--- src/rtl/crossbar_pkg.sv ---
// Shared types and width helpers for the stream crossbar (router and arbiter).
package crossbar_pkg;

    typedef enum logic [0:0] {
        IDLE   = 1'b0,
        LOCKED = 1'b1
    } route_state_t;

    // $clog2 clamped to 1 so a select field never collapses to zero bits.
    function automatic int clog2_min1(input int value);
        int width;
        width = $clog2(value);
        if (width < 1) begin
            width = 1;
        end
        return width;
    endfunction

endpackage

--- src/rtl/crossbar_grant_router_if.sv ---
// Slave-side inputs, arbiter grants and master-side outputs of the crossbar data path.
interface crossbar_grant_router_if
    import crossbar_pkg::*;
#(
    parameter int T_DATA_WIDTH = 8,
    parameter int S_DATA_COUNT = 2,
    parameter int M_DATA_COUNT = 3
);
    localparam int T_ID___WIDTH = clog2_min1(S_DATA_COUNT);
    localparam int T_DEST_WIDTH = clog2_min1(M_DATA_COUNT);

    logic [S_DATA_COUNT-1:0][T_DATA_WIDTH-1:0] s_data_i;
    logic [S_DATA_COUNT-1:0][T_DEST_WIDTH-1:0] s_dest_i;
    logic [S_DATA_COUNT-1:0]                   s_last_i;
    logic [S_DATA_COUNT-1:0]                   s_valid_i;
    logic [S_DATA_COUNT-1:0]                   s_ready_o;
    logic [M_DATA_COUNT-1:0][T_ID___WIDTH-1:0] grant_i;
    logic [M_DATA_COUNT-1:0][T_DATA_WIDTH-1:0] m_data_o;
    logic [M_DATA_COUNT-1:0][T_ID___WIDTH-1:0] m_id_o;
    logic [M_DATA_COUNT-1:0]                   m_last_o;
    logic [M_DATA_COUNT-1:0]                   m_valid_o;
    logic [M_DATA_COUNT-1:0]                   m_ready_i;

    // The router itself.
    modport slave (
        input  s_data_i, s_dest_i, s_last_i, s_valid_i, grant_i, m_ready_i,
        output s_ready_o, m_data_o, m_id_o, m_last_o, m_valid_o
    );

    // Sources, arbiter and downstream sinks around the router.
    modport master (
        output s_data_i, s_dest_i, s_last_i, s_valid_i, grant_i, m_ready_i,
        input  s_ready_o, m_data_o, m_id_o, m_last_o, m_valid_o
    );

endinterface

--- src/rtl/crossbar_grant_router_stream_out_reg.sv ---
// One-entry valid/ready output register; a load and a drain in the same cycle
// replace the held beat, giving one beat per cycle.
module stream_out_reg #(
    parameter int DATA_WIDTH = 8,
    parameter int ID_WIDTH   = 1
) (
    input  logic                  clk_i,
    input  logic                  rst_in,
    input  logic                  load,
    input  logic [DATA_WIDTH-1:0] in_data,
    input  logic                  in_last,
    input  logic [ID_WIDTH-1:0]   in_id,
    output logic                  can_accept,
    input  logic                  out_ready,
    output logic                  out_valid,
    output logic [DATA_WIDTH-1:0] out_data,
    output logic                  out_last,
    output logic [ID_WIDTH-1:0]   out_id
);

    logic                  full_reg;
    logic [DATA_WIDTH-1:0] data_reg;
    logic                  last_reg;
    logic [ID_WIDTH-1:0]   id_reg;

    // Payload only moves on a load, and a load needs can_accept, so the
    // outputs stay frozen while stalled.
    assign can_accept = !full_reg || out_ready;

    always_ff @(posedge clk_i) begin
        if (!rst_in) begin
            full_reg <= 1'b0;
            data_reg <= '0;
            last_reg <= 1'b0;
            id_reg   <= '0;
        end else begin
            if (load) begin
                full_reg <= 1'b1;
                data_reg <= in_data;
                last_reg <= in_last;
                id_reg   <= in_id;
            end else if (out_ready && full_reg) begin
                full_reg <= 1'b0;
            end
        end
    end

    assign out_valid = full_reg;
    assign out_data  = data_reg;
    assign out_last  = last_reg;
    assign out_id    = id_reg;

endmodule

--- src/rtl/crossbar_grant_router.sv ---
// Crossbar data/return path: each master port locks onto its granted slave for a
// whole packet, buffers beats in a one-entry register and steers ready back.
module crossbar_grant_router
    import crossbar_pkg::*;
#(
    parameter int T_DATA_WIDTH = 8,
    parameter int S_DATA_COUNT = 2,
    parameter int M_DATA_COUNT = 3
) (
    input logic                     clk_i,
    input logic                     rst_in,
    crossbar_grant_router_if.slave  bus
);

    localparam int T_ID___WIDTH = clog2_min1(S_DATA_COUNT);
    localparam int T_DEST_WIDTH = clog2_min1(M_DATA_COUNT);

    localparam logic [0:0] ST_IDLE   = 1'(IDLE);
    localparam logic [0:0] ST_LOCKED = 1'(LOCKED);

    // ready_mat[slave][port]: port is currently willing to take a beat from slave.
    logic [S_DATA_COUNT-1:0][M_DATA_COUNT-1:0] ready_mat;

    genvar gi;
    genvar gs;

    generate
        for (gi = 0; gi < M_DATA_COUNT; gi++) begin : g_port
            logic [0:0]              state_reg;
            logic [0:0]              state_next;
            logic [T_ID___WIDTH-1:0] owner_reg;
            logic [T_ID___WIDTH-1:0] owner_next;
            logic [T_ID___WIDTH-1:0] grant;
            logic                    grant_req;
            logic                    owner_req;
            logic                    locked;
            logic                    can_acc;
            logic                    take;
            logic                    out_valid;
            logic [T_DATA_WIDTH-1:0] out_data;
            logic                    out_last;
            logic [T_ID___WIDTH-1:0] out_id;

            assign grant  = bus.grant_i[gi];
            assign locked = (state_reg == ST_LOCKED);

            // Guard against grant codes beyond the last slave when S is not a power of two.
            always_comb begin
                grant_req = 1'b0;
                if (int'(grant) < S_DATA_COUNT) begin
                    grant_req = bus.s_valid_i[grant] &&
                                (bus.s_dest_i[grant] == T_DEST_WIDTH'(gi));
                end
            end

            // A dest that moves away mid-packet simply stalls the owner here.
            assign owner_req = bus.s_valid_i[owner_reg] &&
                               (bus.s_dest_i[owner_reg] == T_DEST_WIDTH'(gi));
            assign take      = locked && owner_req && can_acc;

            always_comb begin
                state_next = state_reg;
                owner_next = owner_reg;
                case (state_reg)
                    ST_IDLE: begin
                        if (grant_req) begin
                            state_next = ST_LOCKED;
                            owner_next = grant;
                        end
                    end
                    default: begin
                        if (take && bus.s_last_i[owner_reg]) begin
                            state_next = ST_IDLE;
                        end
                    end
                endcase
            end

            always_ff @(posedge clk_i) begin
                if (!rst_in) begin
                    state_reg <= ST_IDLE;
                    owner_reg <= '0;
                end else begin
                    state_reg <= state_next;
                    owner_reg <= owner_next;
                end
            end

            stream_out_reg #(
                .DATA_WIDTH (T_DATA_WIDTH),
                .ID_WIDTH   (T_ID___WIDTH)
            ) u_out_reg (
                .clk_i      (clk_i),
                .rst_in     (rst_in),
                .load       (take),
                .in_data    (bus.s_data_i[owner_reg]),
                .in_last    (bus.s_last_i[owner_reg]),
                .in_id      (owner_reg),
                .can_accept (can_acc),
                .out_ready  (bus.m_ready_i[gi]),
                .out_valid  (out_valid),
                .out_data   (out_data),
                .out_last   (out_last),
                .out_id     (out_id)
            );

            assign bus.m_valid_o[gi] = out_valid;
            assign bus.m_data_o[gi]  = out_data;
            assign bus.m_last_o[gi]  = out_last;
            assign bus.m_id_o[gi]    = out_id;

            for (gs = 0; gs < S_DATA_COUNT; gs++) begin : g_ready
                assign ready_mat[gs][gi] = locked &&
                                           (owner_reg == T_ID___WIDTH'(gs)) &&
                                           (bus.s_dest_i[gs] == T_DEST_WIDTH'(gi)) &&
                                           can_acc;
            end
        end
    endgenerate

    // Dest picks a single port, so at most one bit per row can be set.
    generate
        for (gi = 0; gi < S_DATA_COUNT; gi++) begin : g_sready
            assign bus.s_ready_o[gi] = |ready_mat[gi];
        end
    endgenerate

endmodule

--- src/flat_wrapper.sv ---
// flat-port wrapper written by rule: the top's interface ports become plain ports
module crossbar_grant_router_flat import crossbar_pkg::*;
#(
    parameter int T_DATA_WIDTH = 8,
    parameter int S_DATA_COUNT = 2,
    parameter int M_DATA_COUNT = 3
)
  (clk_i, rst_in, bus_s_data_i, bus_s_dest_i, bus_s_last_i, bus_s_valid_i, bus_grant_i, bus_m_ready_i, bus_s_ready_o, bus_m_data_o, bus_m_id_o, bus_m_last_o, bus_m_valid_o);
  crossbar_grant_router_if #(.T_DATA_WIDTH(T_DATA_WIDTH), .S_DATA_COUNT(S_DATA_COUNT), .M_DATA_COUNT(M_DATA_COUNT)) bus_i ();
  input logic clk_i;
  input logic rst_in;
  input wire logic [$bits(bus_i.s_data_i)-1:0] bus_s_data_i;
  input wire logic [$bits(bus_i.s_dest_i)-1:0] bus_s_dest_i;
  input wire logic [$bits(bus_i.s_last_i)-1:0] bus_s_last_i;
  input wire logic [$bits(bus_i.s_valid_i)-1:0] bus_s_valid_i;
  input wire logic [$bits(bus_i.grant_i)-1:0] bus_grant_i;
  input wire logic [$bits(bus_i.m_ready_i)-1:0] bus_m_ready_i;
  output wire logic [$bits(bus_i.s_ready_o)-1:0] bus_s_ready_o;
  output wire logic [$bits(bus_i.m_data_o)-1:0] bus_m_data_o;
  output wire logic [$bits(bus_i.m_id_o)-1:0] bus_m_id_o;
  output wire logic [$bits(bus_i.m_last_o)-1:0] bus_m_last_o;
  output wire logic [$bits(bus_i.m_valid_o)-1:0] bus_m_valid_o;
  assign bus_i.s_data_i = bus_s_data_i;
  assign bus_i.s_dest_i = bus_s_dest_i;
  assign bus_i.s_last_i = bus_s_last_i;
  assign bus_i.s_valid_i = bus_s_valid_i;
  assign bus_i.grant_i = bus_grant_i;
  assign bus_i.m_ready_i = bus_m_ready_i;
  assign bus_s_ready_o = bus_i.s_ready_o;
  assign bus_m_data_o = bus_i.m_data_o;
  assign bus_m_id_o = bus_i.m_id_o;
  assign bus_m_last_o = bus_i.m_last_o;
  assign bus_m_valid_o = bus_i.m_valid_o;
  crossbar_grant_router #(.T_DATA_WIDTH(T_DATA_WIDTH), .S_DATA_COUNT(S_DATA_COUNT), .M_DATA_COUNT(M_DATA_COUNT)) u_core (.clk_i(clk_i), .rst_in(rst_in), .bus(bus_i));
endmodule
--- config.mk ---
export PLATFORM = sky130hd
export DESIGN_NAME = crossbar_grant_router_flat
export DESIGN_NICKNAME = d
export VERILOG_FILES = /design/src/rtl/crossbar_pkg.sv /design/src/rtl/crossbar_grant_router_if.sv /design/src/rtl/crossbar_grant_router_stream_out_reg.sv /design/src/rtl/crossbar_grant_router.sv /design/src/flat_wrapper.sv
export SDC_FILE = /design/constraint.sdc
export NUM_CORES = 1
export LEC_CHECK = 0
export ABC_AREA = 1
export ABC_CLOCK_PERIOD_IN_PS = 1160
export CORE_ASPECT_RATIO = 0.5
export CORE_MARGIN = 2
export CORE_UTILIZATION = 41
export CTS_CLUSTER_DIAMETER = 150
export DETAILED_ROUTE_END_ITERATION = 7
export GPL_ROUTABILITY_DRIVEN = 0
export PLACE_DENSITY = 0.78
export SLEW_MARGIN = 10
export SYNTH_ARGS = -nofsm -noshare
export SYNTH_HDL_FRONTEND = slang
export SYNTH_SLANG_ARGS = --single-unit
--- constraint.sdc ---
create_clock -name clk_i -period 1.16 [get_ports clk_i]
set_input_delay 0.116 -clock clk_i [delete_from_list [all_inputs] [get_ports clk_i]]
set_output_delay 0.116 -clock clk_i [all_outputs]
set_load 0.05 [all_outputs]
# Yosys cells after proc, flatten, opt, wreduce, memory -nomap -nowiden
# Index checks and enable logic that the tools add are counted.
# word_totals
memories	0
out_inout_bits	35
mem_bits_rw	0
latchBits	0
romBits	0
input_bits	32
reg_bits	39
# classes
eq_ne	8
n_reduce_logical	54
magnitude_cmp	6
n_bitwise	6
n_mul	0
n_addsub	0
shift	0
n_mux	51
div	0
# op_table
op	n
$mux 8	6
$logic_and 1x1->1	36
$mux 1	33
$mux 2	12
$lt 1x2->1 const B	6
$eq 2x1->1 const B	4
$eq 2x2->1 const B	4
$logic_not 2->1	4
$not 1->1	6
$reduce_and 2->1	3
$reduce_bool 2->1	3
$reduce_or 3->1	2
$logic_not 1->1	3
$logic_or 1x1->1	3

# Longest topological paths before layout
# depth
depth_word	9
ltp_mapped	8

# Cells and area by module
# From an unflattened synthesis, not the netlist that was laid out.
# hier_totals
cells_unflattened	318
hier_area_um2	2054.5
# by_module_without_submodules
mod	cells_per_inst	area_each_um2	instances
stream_out_reg	49	392.9	3
crossbar_grant_router	171	875.8	1

# Worst setup path before layout
# No wires, ideal clock.
# synth_timing
path_type	flip-flop to output port
from	reg u_core.g_port[1].owner_reg
to	out bus_s_ready_o[0]
arrival_ns	1.175
path_stages_with_launch	6
setup_slack_ns	-0.131
path_cell_list	dfxtp_1 buf_6 inv_4 nand2_1 o31ai_1 a21o_1
# synth_between
elab_chain_cells	5
# synth_lines
element	line_no	text
start, declared	crossbar_grant_router.sv:31	logic [T_ID___WIDTH-1:0] owner_reg;
start signal, assigned	crossbar_grant_router.sv:85	owner_reg <= owner_next;
$not 1->1	crossbar_grant_router.sv:114	(owner_reg == T_ID___WIDTH'(gs)) &&
$logic_and 1x1->1	crossbar_grant_router.sv:113	assign ready_mat[gs][gi] = locked &&
$logic_and 1x1->1	crossbar_grant_router.sv:114	
$logic_and 1x1->1	crossbar_grant_router.sv:115	(bus.s_dest_i[gs] == T_DEST_WIDTH'(gi)) &&
$reduce_or 3->1	crossbar_grant_router.sv:124	assign bus.s_ready_o[gi] = |ready_mat[gi];
end, declared	flat_wrapper.sv:18	output wire logic [$bits(bus_i.s_ready_o)-1:0] bus_s_ready_o;
# Every way passes these cells.

# Worst setup path in the final report
# layout_timing
from	reg u_core.g_port[1].owner_reg
to	reg u_core.g_port[1].u_out_reg.data_reg[0]
# layout_between
elab_chain_cells	6
word_cells_on_any_way	10
classes_between	eq/ne (1); mux (6); reduce/logical (3)
# layout_lines
element	line_no	text
$mux 2 (not written as such) (2 in a row)	crossbar_grant_router.sv:58	(bus.s_dest_i[owner_reg] == T_DEST_WIDTH'(gi));
$eq 2x1->1	crossbar_grant_router.sv:58	
$logic_and 1x1->1	crossbar_grant_router.sv:57	assign owner_req = bus.s_valid_i[owner_reg] &&
$logic_and 1x1->1 (2 in a row)	crossbar_grant_router.sv:59	assign take = locked && owner_req && can_acc;
end signal, assigned	crossbar_grant_router_stream_out_reg.sv:39	data_reg <= in_data;
end, declared	crossbar_grant_router_stream_out_reg.sv:22	logic [DATA_WIDTH-1:0] data_reg;
# Several ways; a longest one is shown, not always the timed one. The select of a mux whose other input is x is not followed.
# A chain may end at the register's enable or synchronous reset.

==> summary.md <==
| Metric | Value |
|---|---|
| Status | complete, but fails checks |
| Failing checks | negative setup slack |
| H-tree Lvls | 2 |
| Clock Power Share | 31.6% |
| Clk root buf | clkbuf_8 |
| Design area | 0.003825 mm² |
| Post-layout nets | 434 |
| Sw Ratio | 31.85% |
| Reg2reg setup slack | -0.34 ns |
| 1st-pass router iterations | 6 |
| Largest net degree at the start of global routing | 38 |
| Slowest CP cell | dfxtp_4 |
| Element type at the critical path end | flop |
| DRT iter0 DRCs | 162 |
| Min Tclk post-route | 1.502 ns |
| Worst Max-Slew Pin Slew | 0.5271 ns |
| Combinational share of power | 24.5% |
| Fill count | 282 |
| Top-level I/O count | 67 |
| Vias | 2,662 |
| WHS | 0.3036 ns |
| Die W | 103.9 µm |
| Crit Path Class | reg2reg |
| Initial Utilization | 42.08% |
| Worst Skew | 0.003939 ns |
| Layer with the highest usage | met2 |
| CTS sink cnt | 39 |
| Reg2Reg Depth | 8 |
| Largest register FFs | 24 |
| Clock Latency Late Sink | 0.31 ns |
| DP HPWL | 4826 µm |
| Syn_nets | 347 |
| Hold Startpoint | bus_s_dest_i[3] |
| Yosys top cell by area | dfxtp_1 |
| Startpoint types | flop |
| WL per Instance | 18.35 µm |
| Warnings, synthesis | 0 |
| Post-synthesis cell type count | 23 |
| Fin util | 78.63% |
| Layout cell share with drive strength beyond 1 | 41.69% |
| Total gr overflow | 0 |
| Multi-input logic area | 0.001379 mm² |
| Diodes inserted | 0 |
| RSZ-0062 raised after global routing | true |
| P&R area growth vs syn | 86.86% |
| Max IR drop VDD | 0.5949 mV |
| Total core area | 0.004865 mm² |
| Worst-path clk slew | 0.08 ns |
| Flop pwr share | 43.9% |
| Area share of the leading cell type in the synthesized netlist | 38.14% |
| Worst Setup EP | u_core.g_port[1].u_out_reg.out_data[0]$_SDFFE_PN0P_ |
| Pwr per Cell Area | 842.5 mW/mm² |
| R2r startpoint | u_core.g_port[1].owner_reg$_SDFFE_PN0P_ |
| Leakage | 0.001511 µW |
| First-pass GRT wire length | 10,290 µm |
| Most frequent cells in the layout | nand2_1, buf_12, dfxtp_1, buf_4 |
| Commonest non-fill, non-tap cell in the layout | nand2_1 |
| CTS tree | done |
| Row count | 18 |
| Final ANT Viol Nets | 0 |
| Hold Fails Final Rpt | 0 |
| TritonCTS Buffers | 5 |
| DIE HEIGHT | 53.97 µm |
| Setup TNS | -5.105 ns |
| Initial antenna violation count | 0 |
| Clk buf depth | 2 |
| Top cells by area, synth | dfxtp_1, nand2_1, a21oi_1 |
| Met2 capacity usage during global routing | 42.87% |
| Cell count after placement | 455 |
| Global Route Usage Sum | 23.32% |
| Hold crit path type | in2reg |
| Die area | 0.005608 mm² |
| Met3 usage | 5.448% |
| Final std cells w/o fill | 473 |
| Final worst path period share | 129.5% |
| Setup ws final | -0.3425 ns |
| Post-DR vias/cell | 5.628 |
| Rel. slew slack | 64.86% |
| Sequential Area | 795.8 µm² |
| RR Endpoint | u_core.g_port[1].u_out_reg.out_data[0]$_SDFFE_PN0P_ |
| Met1 GRT Util | 28.09% |
| Post-synthesis cell area | 0.002047 mm² |
| Slew Limit Fails | 0 |
| Final setup fails | 37 |
| CP max FO | 5 |
| #FFs+latches synth | 39 |
| Post-synthesis sequential area ratio | 38.14% |
| WP data arrival | 1.71 ns |
| Mean area per synthesized cell | 6.498 µm² |
| PortBufs | 66 |
| Delay of the slowest critical-path stage | 0.39 ns |
| Int Pwr | 2196 µW |
| Final WL | 8679 µm |
| Number of global-route vias before repair | 2,200 |
| Remaining DRCs | 0 |
| Switching pwr | 1026 µW |
| Placed cell areas | 0.003227 mm² |
| CP required | 1.37 ns |
| Origin of the worst setup path | u_core.g_port[1].owner_reg$_SDFFE_PN0P_ |
| Max Fclk | 0.6656 GHz |
| Max-cap viol count | 0 |
| Post-Synthesis Cells | 315 |
| Critical path, cell by cell | inv_8 -> buf_6 -> nand3_2 -> nand2_2 -> nand3_4 -> clkinv_2 -> nand2_1 -> a21oi_1 |
| Hold_buf cts | 0 |
-- what timing repair did --
item                       4_1_cts  5_1_grt
gates resized for setup         30       97
setup buffers                    0        7
setup endpoints to repair       39       41
cloned                           0        3
pin swaps                        6       18
-- kinds of logic after synthesis --
| group | Yosys count | share of synthesized area, % |
|---|---|---|
| buf+inv | 47 | 11.74 |
| compound gates | 57 | 14.98 |
| simple gates | 172 | 35.15 |
| flops | 39 | 38.14 |
-- routing by layer --
layer / share of wire [%] / vias up / wire length, µm
met5: 0 / - / 0
met4: 4.7 / 0 / 404
met3: 8.8 / 45 / 760
met2: 48 / 190 / 4182
met1: 38 / 1244 / 3332
li1: - / 1183 / -
-- area by class of cell --
| type | count | share of cell area, % |
|---|---|---|
| inverters | 24 | 3.009 |
| repair inverters | 1 | 0.1308 |
| well taps | 70 | 2.290 |
| flip-flops and latches | 39 | 20.80 |
| clock inverters | 2 | 0.4253 |
| clock buffers | 6 | 2.159 |
| multi-input cells | 229 | 36.05 |
| repair buffers | 102 | 35.13 |
-- cell usage after synthesis --
library cell  instances
nand4_2               1
nand3_1              10
a21oi_2               3
inv_2                 5
nand2_1             134
nand2_2               1
nor2_2                1
buf_4                10
nor3_1                3
a21o_1                2
buf_6                 2
dfxtp_1              39
clkbuf_1              6
a21oi_1              40
inv_4                 2
inv_1                17
buf_2                 5
o31ai_1               2
nand3_2               2
o21ai_0              10
nand3b_1              1
nand4_1              11
nor2_1                8
-- power by group through the flow --
stage	registers [µW]	clock network, µW	logic, µW
after detailed placement	1430	0	625
after floorplan	1450	0	298
after global routing	1420	1070	827
after CTS	1410	1010	644
final	1410	1020	789
after global placement	1430	0	606
-- critical path, delay by kind of cell (launching register included) --
family / cells / cell delay [ns]
compound gates: 1 / 0.26
buf+inv: 3 / 0.30
flops: 1 / 0.39
simple gates: 4 / 0.46
-- stage by stage --
step	worst slack, ns	total power [µW]
final	-0.3425	3223
after global routing	-0.3556	3315
after CTS	-0.2541	3062
after detailed placement	-0.5112	2058
after global placement	-0.3988	2038
after floorplan	-0.008520	1752
-- how the worst min path moves through the flow --
stage | slack (ns) | to | cells past startpoint
final | 0.30 | u_core.g_port[2].locked$_SDFF_PN0_ | 5
after global routing | 0.36 | u_core.g_port[2].owner_reg$_SDFFE_PN0P_ | 5
after CTS | 0.46 | u_core.g_port[2].owner_reg$_SDFFE_PN0P_ | 5
after detailed placement | 0.47 | u_core.g_port[1].locked$_SDFF_PN0_ | 2
after global placement | 0.47 | u_core.g_port[1].locked$_SDFF_PN0_ | 2
after floorplan | 0.23 | u_core.g_port[0].owner_reg$_SDFFE_PN0P_ | 2
No activity file was read; power rests on OpenSTA's default activity.
